===== config.mk =====
export PLATFORM = sky130hd
export DESIGN_NAME = pio_loader
export DESIGN_NICKNAME = d
export VERILOG_FILES = /design/src/rtl/pio_loader.sv
export SDC_FILE = /design/constraint.sdc
export NUM_CORES = 1
export LEC_CHECK = 0
export CAP_MARGIN = 5
export CELL_PAD_IN_SITES_DETAIL_PLACEMENT = 1
export CELL_PAD_IN_SITES_GLOBAL_PLACEMENT = 2
export CORE_ASPECT_RATIO = 0.8
export CORE_MARGIN = 5
export CORE_UTILIZATION = 33
export CTS_CLUSTER_DIAMETER = 60
export CTS_CLUSTER_SIZE = 28
export DETAILED_ROUTE_END_ITERATION = 8
export GPL_ROUTABILITY_DRIVEN = 1
export PLACE_DENSITY_LB_ADDON = 0.1
export SLEW_MARGIN = 10
export SYNTH_ARGS = -nofsm -noshare
export SYNTH_HDL_FRONTEND = slang
export SYNTH_SLANG_ARGS = --single-unit

===== constraint.sdc =====
create_clock -name clk -period 5.4 [get_ports clk]
set_input_delay 1.35 -clock clk [delete_from_list [all_inputs] [get_ports clk]]
set_output_delay 1.35 -clock clk [all_outputs]
set_load 0.01 [all_outputs]

===== src/rtl/pio_loader.sv =====
// pio_loader: streams a PIO program from RAM into pio, then configures one SM.
// Define PIO_LOADER_SIDES_EN to insert the side-set (SIDES) step before enable.
module pio_loader #(
    parameter int MEM_AW = 5,
    parameter int MIW    = 2
) (
    input  logic              clk,
    input  logic              reset,
    input  logic              start,
    input  logic [5:0]        plen,
    input  logic [MIW-1:0]    cfg_mindex,
    input  logic [23:0]       cfg_div,
    input  logic [31:0]       cfg_grps,
    input  logic [31:0]       cfg_en,
    input  logic [31:0]       cfg_sides,
    output logic [MEM_AW-1:0] mem_addr,
    input  logic [15:0]       mem_rdata,
    output logic [3:0]        action,
    output logic [4:0]        index,
    output logic [MIW-1:0]    mindex,
    output logic [31:0]       din,
    output logic              busy,
    output logic              done,
    output logic              err
);

    localparam logic [3:0] S_IDLE  = 4'd0;
    localparam logic [3:0] S_PRIME = 4'd1;
    localparam logic [3:0] S_LOAD  = 4'd2;
    localparam logic [3:0] S_PEND  = 4'd3;
    localparam logic [3:0] S_DIV   = 4'd4;
    localparam logic [3:0] S_GRPS  = 4'd5;
    localparam logic [3:0] S_EN    = 4'd7;
    localparam logic [3:0] S_DONE  = 4'd8;

    localparam logic [3:0] A_NONE  = 4'd0;
    localparam logic [3:0] A_INSTR = 4'd1;
    localparam logic [3:0] A_PEND  = 4'd2;
    localparam logic [3:0] A_GRPS  = 4'd5;
    localparam logic [3:0] A_EN    = 4'd6;
    localparam logic [3:0] A_DIV   = 4'd7;

    localparam logic [6:0] MAXLEN  = 7'(2 ** MEM_AW);

`ifdef PIO_LOADER_SIDES_EN
    localparam logic [3:0] S_SIDES = 4'd6;
    localparam logic [3:0] A_SIDES = 4'd8;
    logic [31:0] sides_q, sides_d;
`else
    logic unused_sides;
    assign unused_sides = ^cfg_sides;
`endif

    logic [3:0]        state_q, state_d;
    logic [MEM_AW-1:0] cnt_q, cnt_d;
    logic [5:0]        plen_q, plen_d;
    logic [23:0]       div_q, div_d;
    logic [31:0]       grps_q, grps_d;
    logic [31:0]       en_q, en_d;
    logic [MEM_AW-1:0] addr_q, addr_d;
    logic [3:0]        action_q, action_d;
    logic [4:0]        index_q, index_d;
    logic [MIW-1:0]    mindex_q, mindex_d;
    logic [31:0]       din_q, din_d;
    logic              busy_q, busy_d;
    logic              done_q, done_d;
    logic              err_q, err_d;

    logic       plen_ok;
    logic       last;
    logic [6:0] ahead;
    logic [5:0] lastk;

    assign plen_ok = (plen != 6'd0) && ({1'b0, plen} <= MAXLEN);
    assign lastk   = plen_q - 6'd1;
    assign last    = (6'(cnt_q) == lastk);
    assign ahead   = 7'(cnt_q) + 7'd2;

    // Sequencer next-state: one action per cycle, RAM address kept one ahead.
    always_comb begin
        state_d  = state_q;
        cnt_d    = cnt_q;
        plen_d   = plen_q;
        div_d    = div_q;
        grps_d   = grps_q;
        en_d     = en_q;
        addr_d   = addr_q;
        action_d = action_q;
        index_d  = index_q;
        mindex_d = mindex_q;
        din_d    = din_q;
        busy_d   = busy_q;
        done_d   = 1'b0;
        err_d    = 1'b0;
`ifdef PIO_LOADER_SIDES_EN
        sides_d  = sides_q;
`endif
        unique case (state_q)
            S_IDLE: begin
                action_d = A_NONE;
                // done_q marks the DONE cycle; a start there is dropped
                if (start && !done_q) begin
                    if (plen_ok) begin
                        plen_d   = plen;
                        div_d    = cfg_div;
                        grps_d   = cfg_grps;
                        en_d     = cfg_en;
                        mindex_d = cfg_mindex;
`ifdef PIO_LOADER_SIDES_EN
                        sides_d  = cfg_sides;
`endif
                        addr_d   = '0;
                        busy_d   = 1'b1;
                        state_d  = S_PRIME;
                    end else begin
                        err_d = 1'b1;
                    end
                end
            end
            S_PRIME: begin
                action_d = A_NONE;
                cnt_d    = '0;
                addr_d   = (plen_q == 6'd1) ? '0 : MEM_AW'(1);
                state_d  = S_LOAD;
            end
            S_LOAD: begin
                action_d = A_INSTR;
                index_d  = 5'(cnt_q);
                din_d    = {16'h0, mem_rdata};
                cnt_d    = cnt_q + 1'b1;
                if (ahead <= {1'b0, lastk}) begin
                    addr_d = MEM_AW'(ahead);
                end else begin
                    addr_d = MEM_AW'(lastk);
                end
                if (last) begin
                    state_d = S_PEND;
                end
            end
            S_PEND: begin
                action_d = A_PEND;
                din_d    = 32'(lastk);
                state_d  = S_DIV;
            end
            S_DIV: begin
                action_d = A_DIV;
                din_d    = {8'h0, div_q};
                state_d  = S_GRPS;
            end
            S_GRPS: begin
                action_d = A_GRPS;
                din_d    = grps_q;
`ifdef PIO_LOADER_SIDES_EN
                state_d  = S_SIDES;
`else
                state_d  = S_EN;
`endif
            end
`ifdef PIO_LOADER_SIDES_EN
            S_SIDES: begin
                action_d = A_SIDES;
                din_d    = sides_q;
                state_d  = S_EN;
            end
`endif
            S_EN: begin
                action_d = A_EN;
                din_d    = en_q;
                state_d  = S_DONE;
            end
            S_DONE: begin
                action_d = A_NONE;
                din_d    = '0;
                done_d   = 1'b1;
                busy_d   = 1'b0;
                state_d  = S_IDLE;
            end
            default: begin
                action_d = A_NONE;
                busy_d   = 1'b0;
                state_d  = S_IDLE;
            end
        endcase
    end

    // State and registered outputs; reset abandons any sequence at once.
    always_ff @(posedge clk or negedge reset) begin
        if (!reset) begin
            state_q  <= S_IDLE;
            cnt_q    <= '0;
            plen_q   <= '0;
            div_q    <= '0;
            grps_q   <= '0;
            en_q     <= '0;
            addr_q   <= '0;
            action_q <= A_NONE;
            index_q  <= '0;
            mindex_q <= '0;
            din_q    <= '0;
            busy_q   <= 1'b0;
            done_q   <= 1'b0;
            err_q    <= 1'b0;
`ifdef PIO_LOADER_SIDES_EN
            sides_q  <= '0;
`endif
        end else begin
            state_q  <= state_d;
            cnt_q    <= cnt_d;
            plen_q   <= plen_d;
            div_q    <= div_d;
            grps_q   <= grps_d;
            en_q     <= en_d;
            addr_q   <= addr_d;
            action_q <= action_d;
            index_q  <= index_d;
            mindex_q <= mindex_d;
            din_q    <= din_d;
            busy_q   <= busy_d;
            done_q   <= done_d;
            err_q    <= err_d;
`ifdef PIO_LOADER_SIDES_EN
            sides_q  <= sides_d;
`endif
        end
    end

    assign mem_addr = addr_q;
    assign action   = action_q;
    assign index    = index_q;
    assign mindex   = mindex_q;
    assign din      = din_q;
    assign busy     = busy_q;
    assign done     = done_q;
    assign err      = err_q;

endmodule

==> results of run 1 <==
## critical path: cells and delay by family
kind / cells / cell delay, ns
AOI/OAI and AO/OA: 1 / 0.22
and+or+nand+nor: 3 / 1.40
buffers and inverters: 2 / 0.85
muxes: 1 / 0.34
## synth_stat cells
cell type / instances / area share [%]
o21a_1: 6 / 0.66
nand3_2: 1 / 0.15
mux2_2: 56 / 9.3
nand2b_1: 4 / 0.37
nor3_1: 4 / 0.30
a2111oi_0: 1 / 0.13
o22a_1: 1 / 0.13
o2111ai_1: 2 / 0.26
dfrtp_1: 153 / 56
o21ai_0: 21 / 1.5
buf_4: 2 / 0.22
xnor2_1: 7 / 0.90
a2bb2oi_1: 1 / 0.13
nor3b_1: 2 / 0.22
clkbuf_1: 23 / 1.3
and2_1: 2 / 0.18
mux2i_1: 1 / 0.15
a21oi_1: 20 / 1.5
a31oi_1: 5 / 0.46
or3_1: 2 / 0.18
and3_1: 1 / 0.092
xor2_1: 4 / 0.52
nand4_1: 2 / 0.18
a21boi_0: 1 / 0.11
or4_1: 1 / 0.11
a22o_1: 2 / 0.26
buf_2: 5 / 0.37
nor2b_1: 2 / 0.18
and2_0: 1 / 0.092
o31ai_1: 1 / 0.11
nor2_1: 30 / 1.7
mux2_4: 40 / 8.9
nor3b_2: 2 / 0.37
nand2_1: 49 / 2.7
inv_1: 17 / 0.94
o211ai_1: 11 / 1.2
o32a_1: 1 / 0.15
o2111a_1: 1 / 0.17
a22oi_1: 2 / 0.22
nand3_1: 7 / 0.52
conb_1: 1 / 0.055
buf_6: 4 / 0.66
a222oi_1: 29 / 4.3
ha_1: 9 / 1.7
## kinds of logic after synthesis
family                     count (synthesis)
and+or+nand+nor                          110
xor gates and xnor gates                  11
muxes                                     97
DFF                                      153
buffers and inverters                     51
AOI/OAI and AO/OA                        105
adders and majority gates                  9
other                                      1
## sequential cells by signal, summed over array words and instances (netlist names)
register	count
done	1
mem_addr	5
mindex	2
busy	1
din	32
cnt_q	5
state_q	4
action	3
grps_q	32
err	1
plen_q	6
div_q	24
index	5
en_q	32
## power by group through the flow
stage	Combinational, mW	Sequential, mW	Clock [mW]
after global placement	0.138	1.18	0
after global routing	0.151	1.16	1.31
after detailed placement	0.141	1.18	0
after CTS	0.142	1.16	1.26
final	0.138	1.16	1.22
after floorplan	0.0111	1.18	0
## worst min path at each step
stage	end	depth (start not counted)
after floorplan	din[23]$_DFFE_PN0P_	2
after global placement	din[21]$_DFFE_PN0P_	2
after detailed placement	din[21]$_DFFE_PN0P_	2
after CTS	din[21]$_DFFE_PN0P_	2
after global routing	index[1]$_DFFE_PN0P_	2
final	din[21]$_DFFE_PN0P_	2
## stage by stage
stage	utilization, %	std cells
floorplan	-	537
global placement	43.34	937
detailed placement	43.34	937
CTS	46.33	968
global route	46.35	969
finish	46.35	969
## area by class of cell
| class | count | area share, % |
|---|---|---|
| antenna | 1 | 0.02696 |
| inverter | 17 | 0.6874 |
| timing repair buffer | 170 | 18.45 |
| clock inverter | 12 | 1.793 |
| multi-input combinational | 333 | 29.57 |
| clock buffer | 19 | 4.664 |
| tap | 264 | 3.558 |
| sequential | 153 | 41.25 |
## layer usage
layer,vias to the layer above,global-route usage (%),part of all wire (%)
met4,8,5.210,1.4
met2,153,26.35,45
met1,2551,24.26,46
met5,-,0,0.20
li1,2262,-,-
met3,31,6.412,7.7
==> impl_metrics.tcl, run 1 <==
set metrics [dict create \
    crit_chain "clkdlybuf4s50_1 > or4_1 > o21a_1 > nor3b_2 > nand3_4 > buf_12 > mux2_4" \
    internal_power_mw 1.973 \
    avgViaCountPerCell 5.165 \
    cts_max_path_buffers 2 \
    finalCriticalPeriod_ns 3.897 \
    p_sw_share_pct 21.59 \
    antenna_found_initial 5 \
    die_h_um 138.2 \
    final_nets 848 \
    synth_cell_type_count 44 \
    max_stage_delay_ns 0.61 \
    synth_top_family_by_area "multiplexers" \
    start_util_pct 33.86 \
    hold_path.class "flop to flop" \
    drc 0 \
    hold_violations 0 \
    multiInputGateArea_sq_um 2745 \
    max_freq_mhz 256.6 \
    cellLeakagePower_nw 4.356 \
    reg2reg_from "state_q[3]$_DFFE_PN0P_" \
    track_usage_pct 17.69 \
    die-area_sq_um 23540 \
    slew_violations 0 \
    worstPathMaxFanout 51 \
    cts-resized-gates 0 \
    ys_ff_latch 153 \
    place_area_sq_um 8681 \
    clockPowerShare_pct 48.6 \
    ant_nets 0 \
    finClkSkew_ns 0.01150 \
    design.core.area_sq_um 20030 \
    wl_per_cell_um 21.28 \
    place_congestion 0.8288 \
    synth_area_sq_um 6782 \
    clock-sinks 153 \
    switching_power_mw 0.5434 \
    crit_type "primary input to flop" \
    num_rows 46 \
    drive_above_1_share_pct 19.60 \
    vias 5005 \
    endpoint "div_q[16]$_DFFE_PN0P_" \
    p_comb_share_pct 5.5 \
    grt_pass1_wl_um 32480 \
    min_from "din[21]$_DFFE_PN0P_" \
    holdWs_ns 0.4743 \
    wl_um 20620 \
    synth.mux.area_fraction_pct 18.30 \
    cts_setup_buffers 0 \
    yosysWarnings 0 \
    tritoncts.num_buffers 17 \
    grt-ovfl-total 0 \
    fin_area_sq_um 9283 \
    finalSetupViolations 0 \
    tightest_slew_ns 1.100 \
    pin_count 198 \
    fillers 2086 \
    seqCellArea_sq_um 3829 \
    final_cell_mix "clkdlybuf4s50_1, dfrtp_1, mux2_2, nand2_1, mux2_4" \
    seqPwrFrac_pct 45.9 \
    clkLatencyLatePin_ns 0.43 \
    synth_compound_area_share_pct 11.31 \
    hpwl_um 14270 \
    firstDrtPassIters 7 \
    power_density_nw_per_um2 271.1 \
    rr_endpoint "din[3]$_DFFE_PN0P_" \
    crit_path_top_delay_cell "or4_1" \
    timing.critical_path.from "plen[0]" \
    syn_nets 693 \
    outcome "completed" \
    rsz0062_at_grt "no" \
    cts_root_buf "clkbuf_16" \
    ys_seq_area_share_pct 56.46 \
    synth-simple-area-share_pct 7.325 \
    yosys.area_share.adder_pct 1.661 \
    drt_iter0_drc 347 \
    area_growth_syn_to_layout_pct 36.88 \
    io_buffers 164 \
    cp_data_arrival_time_ns 4.20 \
    cp-end-kind "flop" \
    dp_slack_ns 1.062 \
    drv_cap 0 \
    final_common_cell "clkdlybuf4s50_1" \
    die_x_um 170.3 \
    htree_levels 4 \
    synth_xor_area_share_pct 1.421 \
    finalCritPeriodShare_pct 72.17 \
    synth.avg_cell_area_sq_um 12.63 \
    finalSetupTns_ns 0 \
    tritoncts "done" \
    first_global_vias 5581 \
    relSlewSlack_pct 26.52 \
    power_mw 2.517 \
    setup_slack_ns 1.503 \
    required_ns 5.71 \
    r2r_slack_ns 2.36 \
    holdBufCountCts 0 \
    path_clk_slew_ns 0.06 \
    reg2regPathDepth 5 \
    synth_cells 537 \
    ir_drop_v 0.0001533 \
    start_kind "primary input" \
    grt_max_degree 95 \
]
No activity file was read; power rests on OpenSTA's default activity.
==> run 2, diff against run 1 <==
--- a/config.mk
+++ b/config.mk
@@ -10,7 +10,7 @@
 export CELL_PAD_IN_SITES_GLOBAL_PLACEMENT = 2
 export CORE_ASPECT_RATIO = 0.8
 export CORE_MARGIN = 5
-export CORE_UTILIZATION = 33
+export CORE_UTILIZATION = 28
 export CTS_CLUSTER_DIAMETER = 60
 export CTS_CLUSTER_SIZE = 28
 export DETAILED_ROUTE_END_ITERATION = 8
==> constraint.sdc (replaced) <==
create_clock -name clk -period 3.35 [get_ports clk]
set_input_delay 0.8375 -clock clk [delete_from_list [all_inputs] [get_ports clk]]
set_output_delay 0.8375 -clock clk [all_outputs]
set_load 0.01 [all_outputs]
==> impl_metrics.tcl, run 2 (synthesized netlist as in run 1, its figures left out) <==
set metrics [dict create \
    hold_path.class "primary input to asynchronous set/reset pin" \
    wl_met1_um 10200 \
    dp_slack_ns 0.01957 \
    finClkSkew_ns 0.005406 \
    top_layer_used "met5" \
    pin_count 198 \
    cts-resized-gates 0 \
    final_nets 857 \
    first_global_vias 5557 \
    utilization_pct 39.45 \
    final_common_cell "clkdlybuf4s50_1" \
    ant_nets 0 \
    worstPathMaxFanout 57 \
    firstDrtPassIters 5 \
    cts_setup_buffers 0 \
    start_kind "primary input" \
    avgViaCountPerCell 4.782 \
    finalSetupTns_ns 0 \
    die_h_um 149.2 \
    wl_met2_um 9616 \
    drt_iter0_drc 252 \
    cp_data_arrival_time_ns 3.21 \
    n_antenna_cell 0 \
    track_usage_pct 15.69 \
    finalCriticalPeriod_ns 2.905 \
    num_rows 51 \
    cp-end-kind "flop" \
    antenna_found_initial 2 \
    tritoncts "done" \
    wl_um 21300 \
    wl_met3_um 1345 \
    clock-sinks 153 \
    power_mw 4.307 \
    setup_slack_ns 0.4452 \
    cts_max_path_buffers 2 \
    power_density_nw_per_um2 452.6 \
    cellLeakagePower_nw 4.452 \
    place_congestion 0.7566 \
    die-area_sq_um 27450 \
    die_x_um 184.0 \
    holdBufCountCts 0 \
    grt_max_degree 58 \
    tritoncts.num_buffers 17 \
    hold_violations 0 \
    design.core.area_sq_um 24120 \
    max_freq_mhz 344.3 \
    htree_levels 4 \
    finalCritPeriodShare_pct 86.71 \
    wl_per_cell_um 20.66 \
    required_ns 3.65 \
    rsz0062_at_grt "no" \
    ir_drop_v 0.0002742 \
    tightest_slew_ns 0.8445 \
    io_buffers 164 \
    drv_cap 0 \
    cts_root_buf "clkbuf_16" \
    drive_above_1_share_pct 20.76 \
    relSlewSlack_pct 43.70 \
    outcome "completed" \
    grt-ovfl-total 0 \
    drc 0 \
    area_growth_syn_to_layout_pct 40.33 \
    slew_violations 0 \
    hpwl_um 15030 \
    start_util_pct 28.11 \
    crit_type "primary input to flop" \
    finalSetupViolations 0 \
    grt_pass1_wl_um 33260 \
    path_clk_slew_ns 0.06 \
    vias 4930 \
    final_cell_mix "clkdlybuf4s50_1, dfrtp_1, mux2_2, nand2_1, mux2_4" \
    clkLatencyLatePin_ns 0.42 \
    r2r_slack_ns 0.56 \
]
[run 2: cell count changes in the layout (fill, tap and decap cells not counted), sizes merged]
| cell | delta |
|---|---|
| buf | +9 |
| bufinv | +3 |
| inv | -3 |
| clkbuf | +1 |
| clkinvlp | -1 |
| diode | -1 |
[run 2: layout make-up]
class	count	area, sq um
clock inverter	11	219.0
multi-input combinational	333	2745
tap	318	397.9
sequential	153	3829
timing repair buffer	179	1805
fill	2543	14600
clock buffer	20	456.7
inverter	17	63.81
[run 2: worst paths after layout]
path	startpoint	end	cells after the start
worst min register to register	din[20]$_DFFE_PN0P_	din[20]$_DFFE_PN0P_	2
worst min-delay path	reset	index[3]$_DFFE_PN0P_	1
max in group asynchronous	reset	div_q[23]$_DFFE_PN0P_	2
worst max-delay path	plen[0]	div_q[14]$_DFFE_PN0P_	7
min in group clk	din[20]$_DFFE_PN0P_	din[20]$_DFFE_PN0P_	2
worst max register to register	plen_q[0]$_DFFE_PN0P_	mem_addr[4]$_DFFE_PN0P_	8
[run 2: power by group]
part	internal (mW)	total [mW]	switching [mW]
Sequential	1.86	1.86	0.00554
Combinational	0.148	0.230	0.0819
Clock	1.44	2.21	0.777
Total	3.44	4.31	0.865
[run 2: critical path: stages]
cell,delay (ns)
clkdlybuf4s50_1,0.43
or4_1,0.59
o21a_1,0.22
nor3b_2,0.33
nand3_4,0.16
buf_12,0.26
mux2_4,0.34
[run 2: through the flow]
stage | hold slack, ns | instances | area [sq um]
floorplan | 0.4591 | 537 | 6782
global placement | 0.4560 | 1000 | 8841
detailed placement | 0.4689 | 1000 | 8841
CTS | 0.3714 | 1031 | 9517
global route | 0.3812 | 1031 | 9517
finish | 0.3593 | 1031 | 9517
[run 2: routing by layer]
metal  vias up  track usage (%)
li1       2279                -
met1      2507            21.96
met2       130            24.10
met3        10            5.314
met4         4            2.587
met5         -                0
